[config.mk]
export PLATFORM = sky130hd
export DESIGN_NAME = time_set_ctrl_flat
export DESIGN_NICKNAME = d
export VERILOG_FILES = /design/src/rtl/time_set_pkg.sv /design/src/rtl/time_set_ctrl_if.sv /design/src/rtl/btn_debounce.sv /design/src/rtl/time_set_ctrl.sv /design/src/flat_wrapper.sv
export SDC_FILE = /design/constraint.sdc
export NUM_CORES = 1
export LEC_CHECK = 0
export BUFFER_PORTS_ARGS = -buffer_cell sky130_fd_sc_hd__buf_4
export CORE_UTILIZATION = 55
export CTS_CLUSTER_DIAMETER = 100
export DETAILED_ROUTE_END_ITERATION = 12
export GPL_ROUTABILITY_DRIVEN = 0
export MAX_ROUTING_LAYER = met4
export PLACE_DENSITY = 0.78
export SETUP_SLACK_MARGIN = 0.2
export SLEW_MARGIN = 20
export SYNTH_ARGS = -nofsm -noshare
export SYNTH_HDL_FRONTEND = slang
export SYNTH_HIERARCHICAL = 1
export SYNTH_SLANG_ARGS = --single-unit
[constraint.sdc]
create_clock -name clk -period 2.7 [get_ports clk]
set_input_delay 0.81 -clock clk [delete_from_list [all_inputs] [get_ports clk]]
set_output_delay 0.81 -clock clk [all_outputs]
set_load 0.005 [all_outputs]
[src/rtl/time_set_pkg.sv]
// Shared types, field encodings, ranges and wrap-around step helpers for the time-setting controller.
package time_set_pkg;

  localparam int HOUR_W = 5;
  localparam int MIN_W  = 6;

  localparam logic [HOUR_W-1:0] MAX_HOUR   = 5'd23;
  localparam logic [MIN_W-1:0]  MAX_MINUTE = 6'd59;

  typedef enum logic [1:0] {
    IDLE      = 2'd0,
    EDIT_HOUR = 2'd1,
    EDIT_MIN  = 2'd2,
    COMMIT    = 2'd3
  } state_e;

  typedef enum logic [1:0] {
    FIELD_NONE    = 2'b00,
    FIELD_HOURS   = 2'b01,
    FIELD_MINUTES = 2'b10,
    FIELD_COMMIT  = 2'b11
  } field_e;

  function automatic field_e field_of(input state_e st);
    case (st)
      EDIT_HOUR: return FIELD_HOURS;
      EDIT_MIN:  return FIELD_MINUTES;
      COMMIT:    return FIELD_COMMIT;
      default:   return FIELD_NONE;
    endcase
  endfunction

  // Out-of-range inputs snap to a legal value so nothing illegal is ever driven.
  function automatic logic [HOUR_W-1:0] hour_step(input logic [HOUR_W-1:0] v, input logic up);
    if (up) return (v >= MAX_HOUR) ? '0 : v + 1'b1;
    return (v == '0 || v > MAX_HOUR) ? MAX_HOUR : v - 1'b1;
  endfunction

  function automatic logic [MIN_W-1:0] minute_step(input logic [MIN_W-1:0] v, input logic up);
    if (up) return (v >= MAX_MINUTE) ? '0 : v + 1'b1;
    return (v == '0 || v > MAX_MINUTE) ? MAX_MINUTE : v - 1'b1;
  endfunction

endpackage

[src/rtl/time_set_ctrl_if.sv]
// Button inputs, live time from the clock counter, and the set/field-select outputs.
interface time_set_ctrl_if;

  logic                             btn_mode;
  logic                             btn_up;
  logic                             btn_down;
  logic [time_set_pkg::HOUR_W-1:0]  cur_hours;
  logic [time_set_pkg::MIN_W-1:0]   cur_minutes;
  logic                             set_time_mode;
  logic [time_set_pkg::HOUR_W-1:0]  set_hours;
  logic [time_set_pkg::MIN_W-1:0]   set_minutes;
  logic [1:0]                       edit_field;

  modport slave (
    input  btn_mode, btn_up, btn_down, cur_hours, cur_minutes,
    output set_time_mode, set_hours, set_minutes, edit_field
  );

  modport master (
    output btn_mode, btn_up, btn_down, cur_hours, cur_minutes,
    input  set_time_mode, set_hours, set_minutes, edit_field
  );

endinterface

[src/rtl/btn_debounce.sv]
// 2-FF synchronizer, counting debouncer and press-edge event; auto-repeat under TIME_SET_AUTO_REPEAT_EN.
module btn_debounce #(
  parameter int DEBOUNCE_CYCLES = 4,
  parameter int REPEAT_DELAY    = 32,
  parameter int REPEAT_PERIOD   = 8
) (
  input  logic clk,
  input  logic rst_n,
  input  logic i_btn,
`ifdef TIME_SET_AUTO_REPEAT_EN
  input  logic i_rpt_en,
  input  logic i_rpt_clr,
`endif
  output logic o_event
);

  localparam int DB_W = $clog2(DEBOUNCE_CYCLES + 1);

  logic            r_sync1, r_sync2;
  logic            r_level, r_level_q;
  logic [DB_W-1:0] r_db_cnt;
  logic            w_press;

  // The level flips on the sample after the disagreement count saturates.
  always_ff @(posedge clk or negedge rst_n) begin
    if (!rst_n) begin
      r_sync1   <= 1'b0;
      r_sync2   <= 1'b0;
      r_level   <= 1'b0;
      r_level_q <= 1'b0;
      r_db_cnt  <= '0;
    end else begin
      r_sync1   <= i_btn;
      r_sync2   <= r_sync1;
      r_level_q <= r_level;
      if (r_sync2 == r_level) begin
        r_db_cnt <= '0;
      end else if (r_db_cnt == DB_W'(DEBOUNCE_CYCLES)) begin
        r_level  <= r_sync2;
        r_db_cnt <= '0;
      end else begin
        r_db_cnt <= r_db_cnt + 1'b1;
      end
    end
  end

  assign w_press = r_level & ~r_level_q;

`ifdef TIME_SET_AUTO_REPEAT_EN
  localparam int RPT_MAX = (REPEAT_DELAY > REPEAT_PERIOD) ? REPEAT_DELAY : REPEAT_PERIOD;
  localparam int RPT_W   = $clog2(RPT_MAX + 1);

  logic [RPT_W-1:0] r_rpt_cnt;
  logic             r_rpt_armed;
  logic             w_rpt_fire;

  assign w_rpt_fire = i_rpt_en & r_level &
                      (r_rpt_cnt == (r_rpt_armed ? RPT_W'(REPEAT_PERIOD) : RPT_W'(REPEAT_DELAY)));

  always_ff @(posedge clk or negedge rst_n) begin
    if (!rst_n) begin
      r_rpt_cnt   <= '0;
      r_rpt_armed <= 1'b0;
    end else if (!(i_rpt_en && r_level) || i_rpt_clr) begin
      r_rpt_cnt   <= '0;
      r_rpt_armed <= 1'b0;
    end else if (w_rpt_fire) begin
      r_rpt_cnt   <= RPT_W'(1);
      r_rpt_armed <= 1'b1;
    end else begin
      r_rpt_cnt   <= r_rpt_cnt + 1'b1;
    end
  end

  assign o_event = w_press | w_rpt_fire;
`else
  assign o_event = w_press;
`endif

endmodule

[src/rtl/time_set_ctrl.sv]
// Button-driven hours/minutes editor feeding the clock counter's set port; commit held COMMIT_HOLD cycles.
// Optional auto-repeat on held up/down buttons is enabled by defining TIME_SET_AUTO_REPEAT_EN.
module time_set_ctrl
  import time_set_pkg::*;
#(
  parameter int DEBOUNCE_CYCLES = 4,
  parameter int COMMIT_HOLD     = 8,
  parameter int REPEAT_DELAY    = 32,
  parameter int REPEAT_PERIOD   = 8
) (
  input  logic               clk,
  input  logic               rst_n,
  time_set_ctrl_if.slave     bus
);

  localparam int CMT_W = $clog2(COMMIT_HOLD + 1);

  logic              w_mode_ev, w_up_ev, w_dn_ev;
  logic              w_step_up, w_step_dn;
  state_e            r_state, w_state;
  logic [HOUR_W-1:0] r_hours, w_hours;
  logic [MIN_W-1:0]  r_minutes, w_minutes;
  logic [CMT_W-1:0]  r_commit_cnt, w_commit_cnt;
  logic              r_set_mode;
  field_e            r_field;

`ifdef TIME_SET_AUTO_REPEAT_EN
  logic w_rpt_en, w_rpt_clr;
  assign w_rpt_en  = (r_state == EDIT_HOUR) || (r_state == EDIT_MIN);
  assign w_rpt_clr = (w_state != r_state);

  btn_debounce #(.DEBOUNCE_CYCLES(DEBOUNCE_CYCLES), .REPEAT_DELAY(REPEAT_DELAY), .REPEAT_PERIOD(REPEAT_PERIOD))
    u_db_mode (.clk(clk), .rst_n(rst_n), .i_btn(bus.btn_mode), .i_rpt_en(1'b0), .i_rpt_clr(1'b0), .o_event(w_mode_ev));
  btn_debounce #(.DEBOUNCE_CYCLES(DEBOUNCE_CYCLES), .REPEAT_DELAY(REPEAT_DELAY), .REPEAT_PERIOD(REPEAT_PERIOD))
    u_db_up (.clk(clk), .rst_n(rst_n), .i_btn(bus.btn_up), .i_rpt_en(w_rpt_en), .i_rpt_clr(w_rpt_clr), .o_event(w_up_ev));
  btn_debounce #(.DEBOUNCE_CYCLES(DEBOUNCE_CYCLES), .REPEAT_DELAY(REPEAT_DELAY), .REPEAT_PERIOD(REPEAT_PERIOD))
    u_db_down (.clk(clk), .rst_n(rst_n), .i_btn(bus.btn_down), .i_rpt_en(w_rpt_en), .i_rpt_clr(w_rpt_clr), .o_event(w_dn_ev));
`else
  btn_debounce #(.DEBOUNCE_CYCLES(DEBOUNCE_CYCLES), .REPEAT_DELAY(REPEAT_DELAY), .REPEAT_PERIOD(REPEAT_PERIOD))
    u_db_mode (.clk(clk), .rst_n(rst_n), .i_btn(bus.btn_mode), .o_event(w_mode_ev));
  btn_debounce #(.DEBOUNCE_CYCLES(DEBOUNCE_CYCLES), .REPEAT_DELAY(REPEAT_DELAY), .REPEAT_PERIOD(REPEAT_PERIOD))
    u_db_up (.clk(clk), .rst_n(rst_n), .i_btn(bus.btn_up), .o_event(w_up_ev));
  btn_debounce #(.DEBOUNCE_CYCLES(DEBOUNCE_CYCLES), .REPEAT_DELAY(REPEAT_DELAY), .REPEAT_PERIOD(REPEAT_PERIOD))
    u_db_down (.clk(clk), .rst_n(rst_n), .i_btn(bus.btn_down), .o_event(w_dn_ev));
`endif

  // Mode outranks up/down; up and down together cancel.
  assign w_step_up = w_up_ev & ~w_dn_ev & ~w_mode_ev;
  assign w_step_dn = w_dn_ev & ~w_up_ev & ~w_mode_ev;

  always_comb begin
    w_state      = r_state;
    w_hours      = r_hours;
    w_minutes    = r_minutes;
    w_commit_cnt = r_commit_cnt;
    case (r_state)
      IDLE: begin
        if (w_mode_ev) begin
          w_state   = EDIT_HOUR;
          w_hours   = (bus.cur_hours   <= MAX_HOUR)   ? bus.cur_hours   : '0;
          w_minutes = (bus.cur_minutes <= MAX_MINUTE) ? bus.cur_minutes : '0;
        end
      end
      EDIT_HOUR: begin
        if (w_mode_ev)      w_state = EDIT_MIN;
        else if (w_step_up) w_hours = hour_step(r_hours, 1'b1);
        else if (w_step_dn) w_hours = hour_step(r_hours, 1'b0);
      end
      EDIT_MIN: begin
        if (w_mode_ev) begin
          w_state      = COMMIT;
          w_commit_cnt = CMT_W'(COMMIT_HOLD - 1);
        end else if (w_step_up) begin
          w_minutes = minute_step(r_minutes, 1'b1);
        end else if (w_step_dn) begin
          w_minutes = minute_step(r_minutes, 1'b0);
        end
      end
      COMMIT: begin
        if (r_commit_cnt == '0) w_state      = IDLE;
        else                    w_commit_cnt = r_commit_cnt - 1'b1;
      end
      default: w_state = IDLE;
    endcase
  end

  always_ff @(posedge clk or negedge rst_n) begin
    if (!rst_n) begin
      r_state      <= IDLE;
      r_hours      <= '0;
      r_minutes    <= '0;
      r_commit_cnt <= '0;
      r_set_mode   <= 1'b0;
      r_field      <= FIELD_NONE;
    end else begin
      r_state      <= w_state;
      r_hours      <= w_hours;
      r_minutes    <= w_minutes;
      r_commit_cnt <= w_commit_cnt;
      r_set_mode   <= (w_state != IDLE);
      r_field      <= field_of(w_state);
    end
  end

  assign bus.set_time_mode = r_set_mode;
  assign bus.set_hours     = r_hours;
  assign bus.set_minutes   = r_minutes;
  assign bus.edit_field    = r_field;

endmodule

[src/flat_wrapper.sv]
// flat-port wrapper written by rule: the top's interface ports become plain ports
module time_set_ctrl_flat import time_set_pkg::*;
#(
  parameter int DEBOUNCE_CYCLES = 4,
  parameter int COMMIT_HOLD     = 8,
  parameter int REPEAT_DELAY    = 32,
  parameter int REPEAT_PERIOD   = 8
)
  (clk, rst_n, bus_btn_mode, bus_btn_up, bus_btn_down, bus_cur_hours, bus_cur_minutes, bus_set_time_mode, bus_set_hours, bus_set_minutes, bus_edit_field);
  time_set_ctrl_if bus_i ();
  input  logic clk;
  input  logic rst_n;
  input wire logic [$bits(bus_i.btn_mode)-1:0] bus_btn_mode;
  input wire logic [$bits(bus_i.btn_up)-1:0] bus_btn_up;
  input wire logic [$bits(bus_i.btn_down)-1:0] bus_btn_down;
  input wire logic [$bits(bus_i.cur_hours)-1:0] bus_cur_hours;
  input wire logic [$bits(bus_i.cur_minutes)-1:0] bus_cur_minutes;
  output wire logic [$bits(bus_i.set_time_mode)-1:0] bus_set_time_mode;
  output wire logic [$bits(bus_i.set_hours)-1:0] bus_set_hours;
  output wire logic [$bits(bus_i.set_minutes)-1:0] bus_set_minutes;
  output wire logic [$bits(bus_i.edit_field)-1:0] bus_edit_field;
  assign bus_i.btn_mode = bus_btn_mode;
  assign bus_i.btn_up = bus_btn_up;
  assign bus_i.btn_down = bus_btn_down;
  assign bus_i.cur_hours = bus_cur_hours;
  assign bus_i.cur_minutes = bus_cur_minutes;
  assign bus_set_time_mode = bus_i.set_time_mode;
  assign bus_set_hours = bus_i.set_hours;
  assign bus_set_minutes = bus_i.set_minutes;
  assign bus_edit_field = bus_i.edit_field;
  time_set_ctrl #(.DEBOUNCE_CYCLES(DEBOUNCE_CYCLES), .COMMIT_HOLD(COMMIT_HOLD), .REPEAT_DELAY(REPEAT_DELAY), .REPEAT_PERIOD(REPEAT_PERIOD)) u_core (.clk(clk), .rst_n(rst_n), .bus(bus_i));
endmodule
## After elaboration in Yosys (flattened, before gate mapping)

Index checks and enable logic that the tools add are counted.

- Output and inout port bits: 14
- Bits in writable memories: 0
- Memory bits (read-only): 0
- Flip-flop bits (word level): 41
- Input bits: 16
- Memories: 0
- Word-level logic and storage cells: 123
- Bits in latches: 0

- Mux-type cells: 37
- Eq/ne operators: 19
- Magnitude comparators: 6
- Shift operators: 0
- Reductions and logical operators: 16
- Div/mod/pow operators: 0
- $add $sub $neg: 8
- Bitwise operators: 16
- $mul: 0

Operators by type and width:

| cell | number |
|---|---|
| two-way mux 6 bit | 8 |
| two-way mux 5 bit | 8 |
| two-way mux 3 bit | 6 |
| case mux 6 bit (2 select lines) | 1 |
| case mux 5 bit (2 select lines) | 1 |
| adder 3 x 1 -> 3 bit, second input constant | 3 |
| == test 3 bit, second input constant | 3 |
| inverter 1 bit | 9 |
| == test 2 bit, second input constant | 4 |
| two-way mux 2 bit | 4 |
| two-way mux 4 bit | 2 |
| case mux 2 bit (4 select lines) | 1 |
| case mux 4 bit (2 select lines) | 1 |
| AND reduction 4 bit | 2 |
| nonzero test 2 bit | 4 |
| AND 1 bit | 7 |
| adder 6 x 1 -> 6 bit, second input constant | 1 |
| greater-or-equal comparator 6 bit, second input constant | 1 |
| greater-than comparator 6 bit, second input constant | 1 |
| less-or-equal comparator 6 bit, second input constant | 1 |
| zero test 6 bit | 1 |
| inequality test 2 bit, second input constant | 3 |
| inequality test 3 x 1 -> 1 bit, second input constant | 2 |
| case mux 2 bit (3 select lines) | 1 |
| 17 further kinds | 27 |

## Logic depth before layout (Yosys ltp)

- Depth after elaboration: 12
- Mapped depth: 8
- Mapped depth without buffers: 7

## Modules after synthesis

Netlist, hierarchy kept.

Modules (own cells, without submodules):

| module | area an instance (µm²) | cells an instance | instances |
|---|---|---|---|
| time_set_ctrl | 1562.7 | 188 | 1 |
| btn_debounce | 275.3 | 20 | 3 |

## Worst setup path before layout

OpenSTA, ideal clock, no wires.

- Kind: register to register
- Start point: reg u_core.u_db_up.r_level
- End point: reg u_core.r_minutes[3] (netlist: u_core/bus.set_minutes[3])
- Slack: 0.803 ns
- Path buffers: 1
- Period minus slack after synthesis: 1.897 ns
- Data arrival time: 1.773 ns
- Stages on the path, launching flop included: 8
- Cells stage by stage: dfrtp_1 > nor2b_1 > or3b_1 > buf_6 > mux2i_4 > o22ai_1 > and3_1 > a211o_1

- Longest elaborated chain between the ends: 6

RTL lines:

| item | line | text |
|---|---|---|
| start: declaration | btn_debounce.sv:20 | `logic r_level, r_level_q;` |
| start signal: assignment | btn_debounce.sv:39 | `r_level <= r_sync2;` |
| AND 1 bit * | btn_debounce.sv:47 | `assign w_press = r_level & ~r_level_q;` |
| named net u_core.w_up_ev | time_set_ctrl.sv:18 | `logic w_mode_ev, w_up_ev, w_dn_ev;` |
| AND 1 bit / inverter 1 bit (equally long branches) | time_set_ctrl.sv:48, time_set_ctrl.sv:49 |  |
| AND 1 bit, on equally long branches | time_set_ctrl.sv:48, time_set_ctrl.sv:49 |  |
| two-way mux 6 bit / AND 1 bit (equally long branches) | time_set_ctrl.sv:73, time_set_ctrl.sv:49 |  |
| two-way mux 6 bit / inequality test 3 x 1 -> 1 bit (equally long branches) | n/a |  |
| case mux 6 bit (2 select lines) / AND reduction 4 bit (equally long branches) | n/a |  |
| end signal: assignment | time_set_ctrl.sv:98 | `r_minutes <= w_minutes;` |
| end: declaration | time_set_ctrl.sv:22 | `logic [MIN_W-1:0] r_minutes, w_minutes;` |

Mark *: on every way through the listed nets, which the timed path passes. The rest lies on a longest branch. The select of a mux whose other input is x is not followed.
A chain may end at the register's enable or synchronous reset.

## Final worst setup path

- Start point: reg u_core.u_db_down.r_level
- End point: reg u_core.r_minutes[5] (netlist: u_core/bus.set_minutes[5])

- Longest elaborated chain between the ends: 7

RTL lines:

| item | line | text |
|---|---|---|
| start: declaration | btn_debounce.sv:20 |  |
| start signal: assignment | btn_debounce.sv:39 |  |
| AND 1 bit * | btn_debounce.sv:47 |  |
| named net u_core.w_dn_ev | time_set_ctrl.sv:18 |  |
| inverter 1 bit | time_set_ctrl.sv:48 | `assign w_step_up = w_up_ev & ~w_dn_ev & ~w_mode_ev;` |
| AND 1 bit (2 in a row) | time_set_ctrl.sv:48 |  |
| two-way mux 6 bit | time_set_ctrl.sv:73 | `end else if (w_step_up) begin` |
| two-way mux 6 bit | time_set_ctrl.sv:70 | `if (w_mode_ev) begin` |
| case mux 6 bit (2 select lines) | time_set_ctrl.sv:56 | `case (r_state)` |

Marked as above.

==> run_results.csv <==
group,metric,value,unit
run_status,status,"complete, no violations",
synthesis,synthArstFlopShare,100,%
worst_setup_path,crit_fanout,12,
sta,finalHoldViolCount,0,
drt,vias,1944,
worst_hold_path,hold_start,"u_core/u_db_mode/r_sync1",
sta,fin_crit,2.15,ns
sta,drv_slew,0,
clock_tree,cts_tree,"yes",
pwr,leakagePower,1.21,nW
floorplanning,fp-row-count,23,
worst_setup_path,r2r_end,"u_core/bus.set_minutes[5]",
clock_tree,htree_num_levels,2,
clock_tree,cts_buffer_depth,2,
floorplanning,die_w,67.9,um
pwr,power,3.01,mW
worst_setup_path,reg2reg_slack,0.55,ns
floorplanning,core,4090,um^2
synthesis,synth_area,2390,um^2
worst_setup_path,critPathCaptureType,"register",
job,maxCapViolCount,0,
worst_setup_path,cpPeakStageDelay,0.65,ns
floorplanning,die_h,67.9,um
pwr,p_per_area,1110,nW/um^2
worst_setup_path,rr_startpoint,"u_core/u_db_down/r_level",
clock_tree,cts_resized,0,
synthesis,synth-main-ff-cell,"dfrtp_1",
global_routing,grt.total_usage,23.1,%
sta,slew_headroom,46.0,%
worst_setup_path,path_class,"reg -> reg",
cells_and_area,antenna_cells,0,
synthesis,avgSynthCellArea,9.63,um^2
worst_setup_path,critical-path-slowest-cell,"a21oi_1",
worst_setup_path,setup.worst_path.end,"u_core/bus.set_minutes[5]",
synthesis,synth_edf_count,0,
global_routing,grt_max_degree,41,
pwr,ir_drop,440,uV
drt,drt_iter0_markers,247,
worst_setup_path,start_kind,"register",
synthesis,yosysSeqAreaShare,41.9,%
cells_and_area,area_growth,13.9,%
sta,rsz0062_at_grt,"no",
cells_and_area,instances_no_fill,325,
worst_setup_path,critPathRequiredTime,2.89,ns
cells_and_area,fin_util,66.6,%
synthesis,syn_nets,276,
sta,worstMarginPinSlew,0.810,ns
floorplanning,io_pins,30,
sta,setup_tns,0,ns
placement,place_inst,317,
clock_tree,insertion_delay,0.30,ns
sta,finClkSkew,0.0105,ns
global_routing,grt_pass1_wl,7710,um
synthesis,synth_seq_cells,40,
worst_setup_path,path_cells,"nor2b_1 > xor2_1 > a21oi_1 > nor2_1 > a211o_1",
global_routing,grt_pass1_vias,1772,
clock_tree,clockRootBuffer,"clkbuf_8",
worst_setup_path,worstRegToRegCells,5,
floorplanning,start_util,58.5,%
drt,viasPerCell,5.98,
drt,ant_nets,0,
drt,wirelength,4650,um
sta,finalCritPeriodShare,79.7,%
clock_tree,clkTransAtPathRegs,0.09,ns
clock_tree,postCtsSetupRepairBufs,0,
cells_and_area,final_nets,302,
synthesis,yosys_warnings,6,
sta,setup_violations,0,
global_routing,antenna_found_initial,0,
drt,drc,0,
floorplanning,dieArea,4610,um^2
cells_and_area,drive_gt1_share,18.9,%
sta,worst_hold_slack,0.354,ns
drt,avgRoutedWirePerCell,14.3,um
worst_hold_path,min_path_type,"reg -> reg",
sta,fmax,465,MHz
global_routing,grt_remaining_overflow,0,
worst_setup_path,crit_arrival,2.34,ns
clock_tree,cts_buffers,5,
drt,first_pass_iters,5,
clock_tree,ctsHoldBuffers,0,
synthesis,syn_inst,248,
placement,dpl.hpwl,3310,um
clock_tree,clock_sinks,40,
synthesis,synth.distinct_cells,53,
worst_setup_path,crit_start,"u_core/u_db_down/r_level",
placement,port_buffers,29,
state kept, by name, indices dropped and copies added, names as in the netlist, 2 cells and up:
register and flops:
u_core/u_db_mode/r_db_cnt 3, u_core/u_db_up/r_db_cnt 3, u_core/r_commit_cnt 4, u_core/bus.set_minutes 6
u_core/bus.edit_field 2, u_core/bus.set_hours 5, u_core/u_db_down/r_db_cnt 3
how the worst min path moves through the flow:
stage / endpoint / cells after the start
after floorplan: u_core/u_db_down/r_sync2 / 0
after detailed placement: u_core/u_db_mode/r_sync2 / 0
after global routing: u_core/u_db_mode/r_sync2 / 0
after global placement: u_core/u_db_down/r_sync2 / 0
final: u_core/u_db_mode/r_sync2 / 0
after CTS: u_core/u_db_mode/r_sync2 / 0
cell families (layout without fill, tap and decap cells):
| kind of cell | Yosys count | in the layout | share of synthesized area (%) |
|---|---|---|---|
| simple gates | 88 | 88 | 21.3 |
| compound gates | 65 | 65 | 18.3 |
| flops | 40 | 40 | 41.9 |
| buf+inv | 26 | 53 | 4.71 |
| fa+ha+maj | 13 | 13 | 6.70 |
| xor+xnor | 9 | 9 | 3.30 |
| mux | 7 | 7 | 3.72 |
report_power, final:
group          switching [mW]  internal, mW  leakage [nW]
logic                   0.754         0.719         0.685
registers               0.297         0.826         0.482
clock network           0.228         0.183        0.0404
total                    1.28          1.73          1.21
cell usage after synthesis (5+ instances only):
cell type,count,area [um^2]
a21oi_1,14,70.1
a31oi_1,7,43.8
and3_1,5,31.3
clkbuf_1,8,30.0
dfrtp_1,40,1000
ha_1,12,150
inv_1,13,48.8
mux2_2,5,56.3
nand2_1,14,52.6
nand2b_1,8,50.1
nand3_1,8,40.0
nor2_1,11,41.3
nor2b_1,9,56.3
nor3_1,7,35.0
nor3b_1,9,67.6
o21ai_0,12,60.1
xnor2_1,5,43.8
per-stage QoR:
stage | setup WS (ns) | area, um^2
final | 0.548 | 2720
after global routing | 0.326 | 2720
after CTS | 0.558 | 2720
after detailed placement | 0.564 | 2630
after global placement | 0.654 | 2630
after floorplan | 0.803 | 2390
critical path, delay by kind of cell, from the launching register on:
kind / cells / cell delay [ns]
and+or+nand+nor: 2 / 0.52
DFF: 1 / 0.40
xor gates and xnor gates: 1 / 0.15
AOI/OAI and AO/OA: 2 / 0.99
metal layers:
layer | GRT usage (%) | vias up | part of all wire, %
li1 | - | 951 | -
met2 | 38.5 | 56 | 47
met1 | 28.3 | 931 | 45
met3 | 4.50 | 6 | 5.8
met5 | - | - | 0
met4 | 7.03 | 0 | 1.3
area by class of cell:
cell class | instances | area (um^2)
fillers | 318 | 1370
multi-input cells | 182 | 1270
flip-flops and latches | 40 | 1000
repair buffers | 32 | 240
clock buffers | 5 | 68.8
well taps | 50 | 62.6
inverters | 13 | 48.8
clock inverters | 3 | 23.8
layout by cell type, fill, tap and decap left out, types with 2 or more instances in the layout:
cell type / count
a211o_1: 2
a21o_1: 2
a21oi_1: 14
a21oi_2: 4
a22o_1: 2
a22oi_1: 3
a311oi_1: 2
a31oi_1: 7
a32oi_1: 2
and3_1: 5
buf_4: 32
clkbuf_8: 5
clkinvlp_4: 2
dfrtp_1: 40
ha_1: 12
inv_1: 13
mux2_2: 5
nand2_1: 14
nand2b_1: 8
nand3_1: 8
nand3b_1: 2
nand4_1: 2
nand4b_1: 2
nor2_1: 11
nor2b_1: 9
nor3_1: 7
nor3b_1: 9
o211ai_1: 3
o21ai_0: 12
o22ai_1: 2
o31ai_1: 2
or3b_1: 4
xnor2_1: 5
xor2_1: 4
Power figures use the tool's default switching activity.
